`src/rtl/esdi_drive_responder.sv`:
```
`default_nettype none
// ============================================================================
// Module  : esdi_drive_responder
// Brief   : Drive-side ESDI serial command / config-status responder.
//           Receives 17-bit odd-parity command frames over a req/ack
//           handshake, hands them to local logic, and returns an odd-parity
//           config/status word for status/config requests.
// Revision: 1.0 - initial release
// ============================================================================
module esdi_drive_responder #(
  parameter int SYNC_STAGES  = 2,
  parameter int RESP_TIMEOUT = 1023
) (
  input  logic        clk,
  input  logic        resetn,
  input  logic        esdi_transfer_req,
  input  logic        esdi_command_data,
  output logic        esdi_transfer_ack,
  output logic        esdi_confstat_data,
  output logic        esdi_command_complete,
  output logic        esdi_attention,
  output logic [15:0] cmd_word,
  output logic        cmd_valid,
  input  logic [15:0] resp_word,
  input  logic        resp_valid,
  input  logic        resp_error
);

  // Timer counts 0 .. RESP_TIMEOUT-1 while waiting in EXEC.
  localparam int              TMR_W    = (RESP_TIMEOUT < 2) ? 1 : $clog2(RESP_TIMEOUT);
  localparam logic [TMR_W-1:0] TMR_LAST = TMR_W'(RESP_TIMEOUT - 1);
  localparam logic [4:0]      FRAME_BITS = 5'd17;
  localparam logic [4:0]      LAST_STS   = 5'd16;

  typedef enum logic [2:0] {
    ST_IDLE     = 3'd0,
    ST_CMD_ACK  = 3'd1,
    ST_CMD_REL  = 3'd2,
    ST_EXEC     = 3'd3,
    ST_STS_WAIT = 3'd4,
    ST_STS_ACK  = 3'd5,
    ST_STS_REL  = 3'd6
  } state_t;

  state_t                 state_q, state_d;
  logic [SYNC_STAGES-1:0] req_sync_q, req_sync_d;
  logic [SYNC_STAGES-1:0] data_sync_q, data_sync_d;
  logic                   req_prev_q, req_prev_d;
  logic [4:0]             bit_cnt_q, bit_cnt_d;
  logic [16:0]            shreg_q, shreg_d;
  logic [TMR_W-1:0]       tmr_q, tmr_d;
  logic                   ack_q, ack_d;
  logic                   confstat_q, confstat_d;
  logic                   complete_q, complete_d;
  logic                   attention_q, attention_d;
  logic [15:0]            cmd_word_q, cmd_word_d;
  logic                   cmd_valid_q, cmd_valid_d;

  logic                   req_s;
  logic                   data_s;
  logic                   req_rise;
  logic [3:0]             opcode;
  logic                   is_xfer_op;

  assign req_s      = req_sync_q[SYNC_STAGES-1];
  assign data_s     = data_sync_q[SYNC_STAGES-1];
  assign req_rise   = req_s & ~req_prev_q;
  assign opcode     = cmd_word_q[15:12];
  assign is_xfer_op = (opcode == 4'h2) || (opcode == 4'h3);

  // Shift the asynchronous host lines through the synchronizer chains.
  always_comb begin
    req_sync_d  = {req_sync_q[SYNC_STAGES-2:0], esdi_transfer_req};
    data_sync_d = {data_sync_q[SYNC_STAGES-2:0], esdi_command_data};
    req_prev_d  = req_s;
  end

  // Next-state and output logic for the handshake / execution sequencer.
  always_comb begin
    state_d     = state_q;
    bit_cnt_d   = bit_cnt_q;
    shreg_d     = shreg_q;
    tmr_d       = tmr_q;
    ack_d       = ack_q;
    confstat_d  = confstat_q;
    complete_d  = complete_q;
    attention_d = attention_q;
    cmd_word_d  = cmd_word_q;
    cmd_valid_d = 1'b0;

    case (state_q)
      ST_IDLE, ST_CMD_REL: begin
        if (req_rise) begin
          shreg_d   = {shreg_q[15:0], data_s};
          bit_cnt_d = bit_cnt_q + 5'd1;
          ack_d     = 1'b1;
          state_d   = ST_CMD_ACK;
          // Busy is signalled together with the first ack of a frame.
          if (bit_cnt_q == 5'd0) begin
            complete_d = 1'b0;
          end
        end
      end

      ST_CMD_ACK: begin
        if (!req_s) begin
          ack_d = 1'b0;
          if (bit_cnt_q == FRAME_BITS) begin
            bit_cnt_d = 5'd0;
            if (^shreg_q) begin
              cmd_word_d  = shreg_q[16:1];
              cmd_valid_d = 1'b1;
              attention_d = 1'b0;
              tmr_d       = '0;
              state_d     = ST_EXEC;
            end else begin
              attention_d = 1'b1;
              complete_d  = 1'b1;
              state_d     = ST_IDLE;
            end
          end else begin
            state_d = ST_CMD_REL;
          end
        end
      end

      ST_EXEC: begin
        // A response arriving on the terminal count takes priority.
        if (resp_valid) begin
          tmr_d = '0;
          if (resp_error) begin
            attention_d = 1'b1;
          end
          if (is_xfer_op && !resp_error) begin
            shreg_d   = {resp_word, ~^resp_word};
            bit_cnt_d = 5'd0;
            state_d   = ST_STS_WAIT;
          end else begin
            complete_d = 1'b1;
            state_d    = ST_IDLE;
          end
        end else if (tmr_q == TMR_LAST) begin
          tmr_d       = '0;
          attention_d = 1'b1;
          complete_d  = 1'b1;
          state_d     = ST_IDLE;
        end else begin
          tmr_d = tmr_q + 1'b1;
        end
      end

      ST_STS_WAIT: begin
        // Present the bit now; ack follows one clock later.
        if (req_rise) begin
          confstat_d = shreg_q[16];
          state_d    = ST_STS_ACK;
        end
      end

      ST_STS_ACK: begin
        if (!ack_q) begin
          ack_d = 1'b1;
        end else if (!req_s) begin
          ack_d   = 1'b0;
          state_d = ST_STS_REL;
        end
      end

      ST_STS_REL: begin
        shreg_d = {shreg_q[15:0], 1'b0};
        if (bit_cnt_q == LAST_STS) begin
          bit_cnt_d  = 5'd0;
          confstat_d = 1'b0;
          complete_d = 1'b1;
          state_d    = ST_IDLE;
        end else begin
          bit_cnt_d = bit_cnt_q + 5'd1;
          state_d   = ST_STS_WAIT;
        end
      end

      default: begin
        bit_cnt_d  = 5'd0;
        ack_d      = 1'b0;
        confstat_d = 1'b0;
        complete_d = 1'b1;
        state_d    = ST_IDLE;
      end
    endcase
  end

  // State, datapath and synchronizer registers with asynchronous reset.
  always_ff @(posedge clk or negedge resetn) begin
    if (!resetn) begin
      state_q     <= ST_IDLE;
      req_sync_q  <= '0;
      data_sync_q <= '0;
      req_prev_q  <= 1'b0;
      bit_cnt_q   <= 5'd0;
      shreg_q     <= 17'd0;
      tmr_q       <= '0;
      ack_q       <= 1'b0;
      confstat_q  <= 1'b0;
      complete_q  <= 1'b1;
      attention_q <= 1'b0;
      cmd_word_q  <= 16'h0000;
      cmd_valid_q <= 1'b0;
    end else begin
      state_q     <= state_d;
      req_sync_q  <= req_sync_d;
      data_sync_q <= data_sync_d;
      req_prev_q  <= req_prev_d;
      bit_cnt_q   <= bit_cnt_d;
      shreg_q     <= shreg_d;
      tmr_q       <= tmr_d;
      ack_q       <= ack_d;
      confstat_q  <= confstat_d;
      complete_q  <= complete_d;
      attention_q <= attention_d;
      cmd_word_q  <= cmd_word_d;
      cmd_valid_q <= cmd_valid_d;
    end
  end

  assign esdi_transfer_ack     = ack_q;
  assign esdi_confstat_data    = confstat_q;
  assign esdi_command_complete = complete_q;
  assign esdi_attention        = attention_q;
  assign cmd_word              = cmd_word_q;
  assign cmd_valid             = cmd_valid_q;

endmodule
`default_nettype wire
```
`config.mk`:
```
export PLATFORM = sky130hd
export DESIGN_NAME = esdi_drive_responder
export DESIGN_NICKNAME = d
export VERILOG_FILES = /design/src/rtl/esdi_drive_responder.sv
export SDC_FILE = /design/constraint.sdc
export NUM_CORES = 1
export LEC_CHECK = 0
export ABC_CLOCK_PERIOD_IN_PS = 3200
export CAP_MARGIN = 5
export CORE_MARGIN = 10
export CORE_UTILIZATION = 55
export DETAILED_ROUTE_END_ITERATION = 8
export GPL_ROUTABILITY_DRIVEN = 1
export PLACE_DENSITY = 0.8
export SYNTH_ARGS = -nofsm -noshare
export SYNTH_HDL_FRONTEND = slang
export SYNTH_SLANG_ARGS = --single-unit
```
`constraint.sdc`:
```
create_clock -name clk -period 3.2 [get_ports clk]
set_clock_uncertainty 0.2 [all_clocks]
set_input_delay 0.64 -clock clk [delete_from_list [all_inputs] [get_ports clk]]
set_output_delay 0.64 -clock clk [all_outputs]
set_load 0.02 [all_outputs]
```
# == Word-level counts from Yosys, hierarchy flattened ==
# Index checks and enable logic that the tools add are counted.
# totals
word_cells,126
input_bits,22
regBits,61
output_inout_bits,21
# classes
mux,57
addsub,2
eq_ne,26
reduce_logical,22
bitwise,6
# op_table
op,n
2-to-1 mux 17 bit,3
one-hot mux 17 bit (3 select lines),1
2-to-1 mux 10 bit,5
2-to-1 mux 3 bit,10
2-to-1 mux 5 bit,6
one-hot mux 5 bit (5 select lines),1
2-to-1 mux 1 bit,24
"!= test 2 bit, second input constant",12
one-hot mux 10 bit (2 select lines),1
one-hot mux 3 bit (6 select lines),1
parity 17 bit,1
XNOR reduction 16 bit,1
AND reduction 4 bit,3
AND reduction 6 bit,2
"adder 10 x 1 -> 10 bit, second input constant",1
"== test 10 bit, second input constant",1
"== test 5 bit, second input constant",2
"== test 3 bit, second input constant",3
"!= test 3 bit, second input constant",3
AND reduction 9 bit,1
"== test 4 x 2 -> 1 bit, second input constant",2
"== test 3 x 2 -> 1 bit, second input constant",2
AND reduction 3 bit,2
"adder 5 x 1 -> 5 bit, second input constant",1
19 further kinds,24

# == Depth between registers and ports, before layout ==
# logic_depth
ltp_word,6
mapped_depth,8
depth_no_buf,8

# == Worst setup path before layout ==
# Ideal clock, no wire load.
# synth_path
kind,register -> register
from,register shreg_q[12]
to,register cmd_word_q[10] (netlist: cmd_word[10])
setup_time_ps,125
path_slack_ps,869
stages_incl_launch_ff,7
t_arrival_ps,2006
synth_period_minus_slack_ps,2331
required_time_ps,2875
path_buffers,1
cell_sequence,dfrtp_1 xnor3_1 xnor3_1 xnor3_2 nand3_4 buf_6 mux2_4
# synth_between
elab_chain_len,2
# synth_rtl
element,line,source
from (decl),50,"logic [16:0] shreg_q, shreg_d;"
from (signal assigned),214,shreg_q <= shreg_d;
parity 17 bit,110,if (^shreg_q) begin
AND reduction 4 bit (no source line),--,
to (signal assigned),220,cmd_word_q <= cmd_word_d;
to (decl),56,"logic [15:0] cmd_word_q, cmd_word_d;"
# Every way passes these cells.
# A chain may end at the register's enable or synchronous reset.

# == Worst setup path in the final report ==
# layout_path
from,register shreg_q[12]
to,register cmd_word_q[2] (netlist: cmd_word[2])
# Same word-level chain as after synthesis.

==> impl_summary.md <==
Clocking
TritonCTS created 9 clock buffers. After clock tree synthesis, the clock-pin slew on the worst setup and hold paths is 0.07 ns. The number of cells upsized or downsized after cts is 0. The clock tree synthesis step divided the H-tree into 3 levels. The count of clock tree sinks is 61. For the worst-skew pair, the clock arrives at the later sink with an insertion delay of 0.34 ns. For this design, the CTS-stage hold fixing added 0 buffers.

TritonCTS built the clock tree. The master cell of the clock root buffer is sky130_fd_sc_hd__clkbuf_8. The number of buffers inserted to repair setup after CTS is 0. The maximum root-to-sink buffer count is 2.

Yosys
The number of warnings issued by yosys is 0. After synthesis, the cell types taking the most area are sky130_fd_sc_hd__dfrtp_1 (45%), sky130_fd_sc_hd__o21ai_0 (6.6%), sky130_fd_sc_hd__xnor2_1 (5.6%). When the netlist entered floorplanning its net count stood at 350. The fraction of synthesized cell area taken by the top area cell type is 45.3%. Yosys instantiated no cell more often than sky130_fd_sc_hd__dfrtp_1. The netlist area before placement is 3310 sq um. Counting instances in the post-synthesis netlist gives the leading cell types as sky130_fd_sc_hd__dfrtp_1 (60), sky130_fd_sc_hd__o21ai_0 (44), sky130_fd_sc_hd__nand2_1 (35). After synthesis, the mean cell area works out to 10.3 sq um. For this run, the register share of the synthesized area comes to 46.1%. Yosys mapped a number of flops with a built-in enable equal to 0. Synthesis inferred 61 register bits. Of all cell types, the one taking the most synthesized area is sky130_fd_sc_hd__dfrtp_1. The count of distinct cell types in the synthesized netlist is 51.

The most used flip-flop cell after synthesis is sky130_fd_sc_hd__dfrtp_1. The synthesized instance count is 323. In the synthesized netlist the async set-or-reset flop fraction comes to 100%.

Global route
Summed over all layers, the global routing overflow is 0. The maximum number of pins on one net before global-route repair is 43. The number of global-route vias before repair is 2624. The first global-routing pass estimated 12.9 mm of wire. The global-route usage over all layers is 16.0%. The number of antenna violations at the first check in global routing is 0.

Route
Summing over every cut layer, the via total after detailed routing is 2581. The mean number of vias per cell is 5.74. After detailed routing, the number of remaining DRC violations is 0. The number of design-rule violations left by the first detailed-router iteration is 161. The total routed wirelength is 7.35 mm.

The pre-antenna-repair detailed-routing pass consisted of 4 iterations. The antenna violation net count after detailed routing is 0. The average detailed-routed wire length per instance is 16.3 um.

Critical path
The top fanout value on the critical path is 17. At the worst endpoint, the arrival time is 2.60 ns. The startpoint class of the critical path is a register. Counting stages on the worst path, the most repeated cell is sky130_fd_sc_hd__xnor3_1. Traced cell by cell, the critical path runs through xnor3_1 -> xnor3_1 -> xnor3_2 -> nand3_4 -> mux2_4. The worst setup path is of the register to register kind. The worst setup path is captured at a register.

Among all stages on the critical path, the largest delay is contributed by sky130_fd_sc_hd__xnor3_1. The worst path required time is 3.22 ns. The largest single stage delay on the critical path is 0.43 ns.

Die
The boundary pin count is 43. The row count is 28. The die is 97.6 um tall. The floorplan step set the die width to 97.6 um. The core area is 5890 sq um. For this configuration, the core starts out at a cell density of 56.3%. The die covers 9530 sq um.

Finish
0 antenna diodes ended up in the layout. In the final layout, the share of cells above drive strength 1 is 12.0%. The total number of nets in the final design is 397. The area growth from synthesis to layout is 21.5%.

Cells fill 68.4% of the core in the end. The post-route non-filler standard cell count is 450.

Timing
For this run, the top clock speed supported by timing is 389 MHz. For the pin with the worst max-slew slack, the measured transition is 0.574 ns. The worst pin sits at a relative slew slack of 60.7%. The total negative slack for setup checks is 0 ns. The fraction of the cycle the final worst path needs is 80.4%.

The final critical delay including setup and external delays is 2.57 ns. Setup repair after global routing left no endpoint under its margin. The number of hold violations in the final report is 0. The number of pins exceeding their max-slew limit in the final report is 0.

Setup violations remaining at the end of the flow were counted as 0.

Flow run
The count of max-cap constraint violations is 0.

Place
The last weighted congestion value of the routability-driven placer is 0.825. The placed cell count is 434. The final HPWL from detailed placement is 5.10 mm. During placement, the flow inserted port buffers numbering 42.

Hold path
The worst min-delay path class is input port to async pin.

Outcome
The run finished with clean final reports.

Pwr
For this design the ratio of total power to cell area is 960 nW/um^2. The peak ir drop on the vdd network is 796 uV. The total power is 3860 uW. The analysis attributes to cell leakage a power of 0.00186 uW.
worst max-delay path, delay by kind of cell (launching register included):
family / cells / cell delay, ns
muxes: 1 / 0.39
and+or+nand+nor: 1 / 0.30
DFF: 1 / 0.41
xor gates and xnor gates: 3 / 1.15
per-layer routing:
layer / up-vias / track usage (%) / wire [um]
met3: 9 / 4.55 / 393
li1: 1249 / - / -
met1: 1263 / 19.9 / 3240
met4: 0 / 5.03 / 82
met2: 60 / 26.2 / 3630
met5: - / 0 / 0
layout make-up:
| class | count | area [sq um] |
|---|---|---|
| clock buffer | 10 | 138 |
| clock inverter | 6 | 61.3 |
| fill | 445 | 1860 |
| inverter | 7 | 26.3 |
| multi-input combinational | 244 | 1710 |
| sequential | 61 | 1530 |
| tap | 75 | 93.8 |
| timing repair buffer | 47 | 465 |
cells by family after synthesis:
group | Yosys count | synth area share (%)
adder cells (fa/ha/maj) | 5 | 1.89
XOR/XNOR | 28 | 9.10
AO/OA/AOI/OAI | 82 | 14.3
flip-flops | 61 | 46.1
AND/OR/NAND/NOR | 97 | 15.0
buffers and inverters | 18 | 2.30
multiplexers | 32 | 11.3
through the flow:
| step | setup WS, ns | area [sq um] | hold WS, ns |
|---|---|---|---|
| 6_report | 0.628 | 4020 | 0.0495 |
| 5_1_grt | 0.529 | 4020 | 0.0817 |
| 4_1_cts | 0.614 | 4020 | 0.0548 |
| 3_5_place_dp | 0.508 | 3820 | 0.144 |
| 3_3_place_gp | 0.576 | 3820 | 0.132 |
| 2_1_floorplan | 0.869 | 3310 | 0.131 |
report_power, final:
part	internal, uW	switching, uW	total, uW	leakage (uW)
combinational	955	910	1870	0.000958
clock	379	318	697	0.000102
sequential	1030	274	1300	0.000796
state kept, by name, indices dropped and copies added, names as in the netlist:
signal,flops
bit_cnt_q,5
cmd_valid,1
esdi_attention,1
req_sync_q,2
req_prev_q,1
state_q,3
tmr_q,10
esdi_command_complete,1
esdi_transfer_ack,1
esdi_confstat_data,1
data_sync_q,2
cmd_word,16
shreg_q,17
placed cells by master, fill, tap and decap left out, types with 9 or more instances in the layout:
cell and count:
sky130_fd_sc_hd__a21oi_1 13, sky130_fd_sc_hd__clkbuf_8 10, sky130_fd_sc_hd__clkdlybuf4s50_1 41, sky130_fd_sc_hd__dfrtp_1 60, sky130_fd_sc_hd__mux2_4 9, sky130_fd_sc_hd__mux2i_1 16, sky130_fd_sc_hd__nand2_1 35, sky130_fd_sc_hd__nor2_1 16
sky130_fd_sc_hd__o21ai_0 44, sky130_fd_sc_hd__xnor2_1 21
path summary, 6_finish.rpt:
path	from	to	slack (ns)	cells after the start
max	shreg_q[12]	cmd_word[2]	0.63	5
min	resetn	cmd_word[11]	0.05	1
max reg2reg	shreg_q[12]	cmd_word[2]	0.63	5
min reg2reg	req_sync_q[0]	req_sync_q[1]	0.16	0
max in group asynchronous	resetn	tmr_q[6]	2.16	2
min in group clk	req_sync_q[0]	req_sync_q[1]	0.16	0
(Power assumes the default switching activity.)
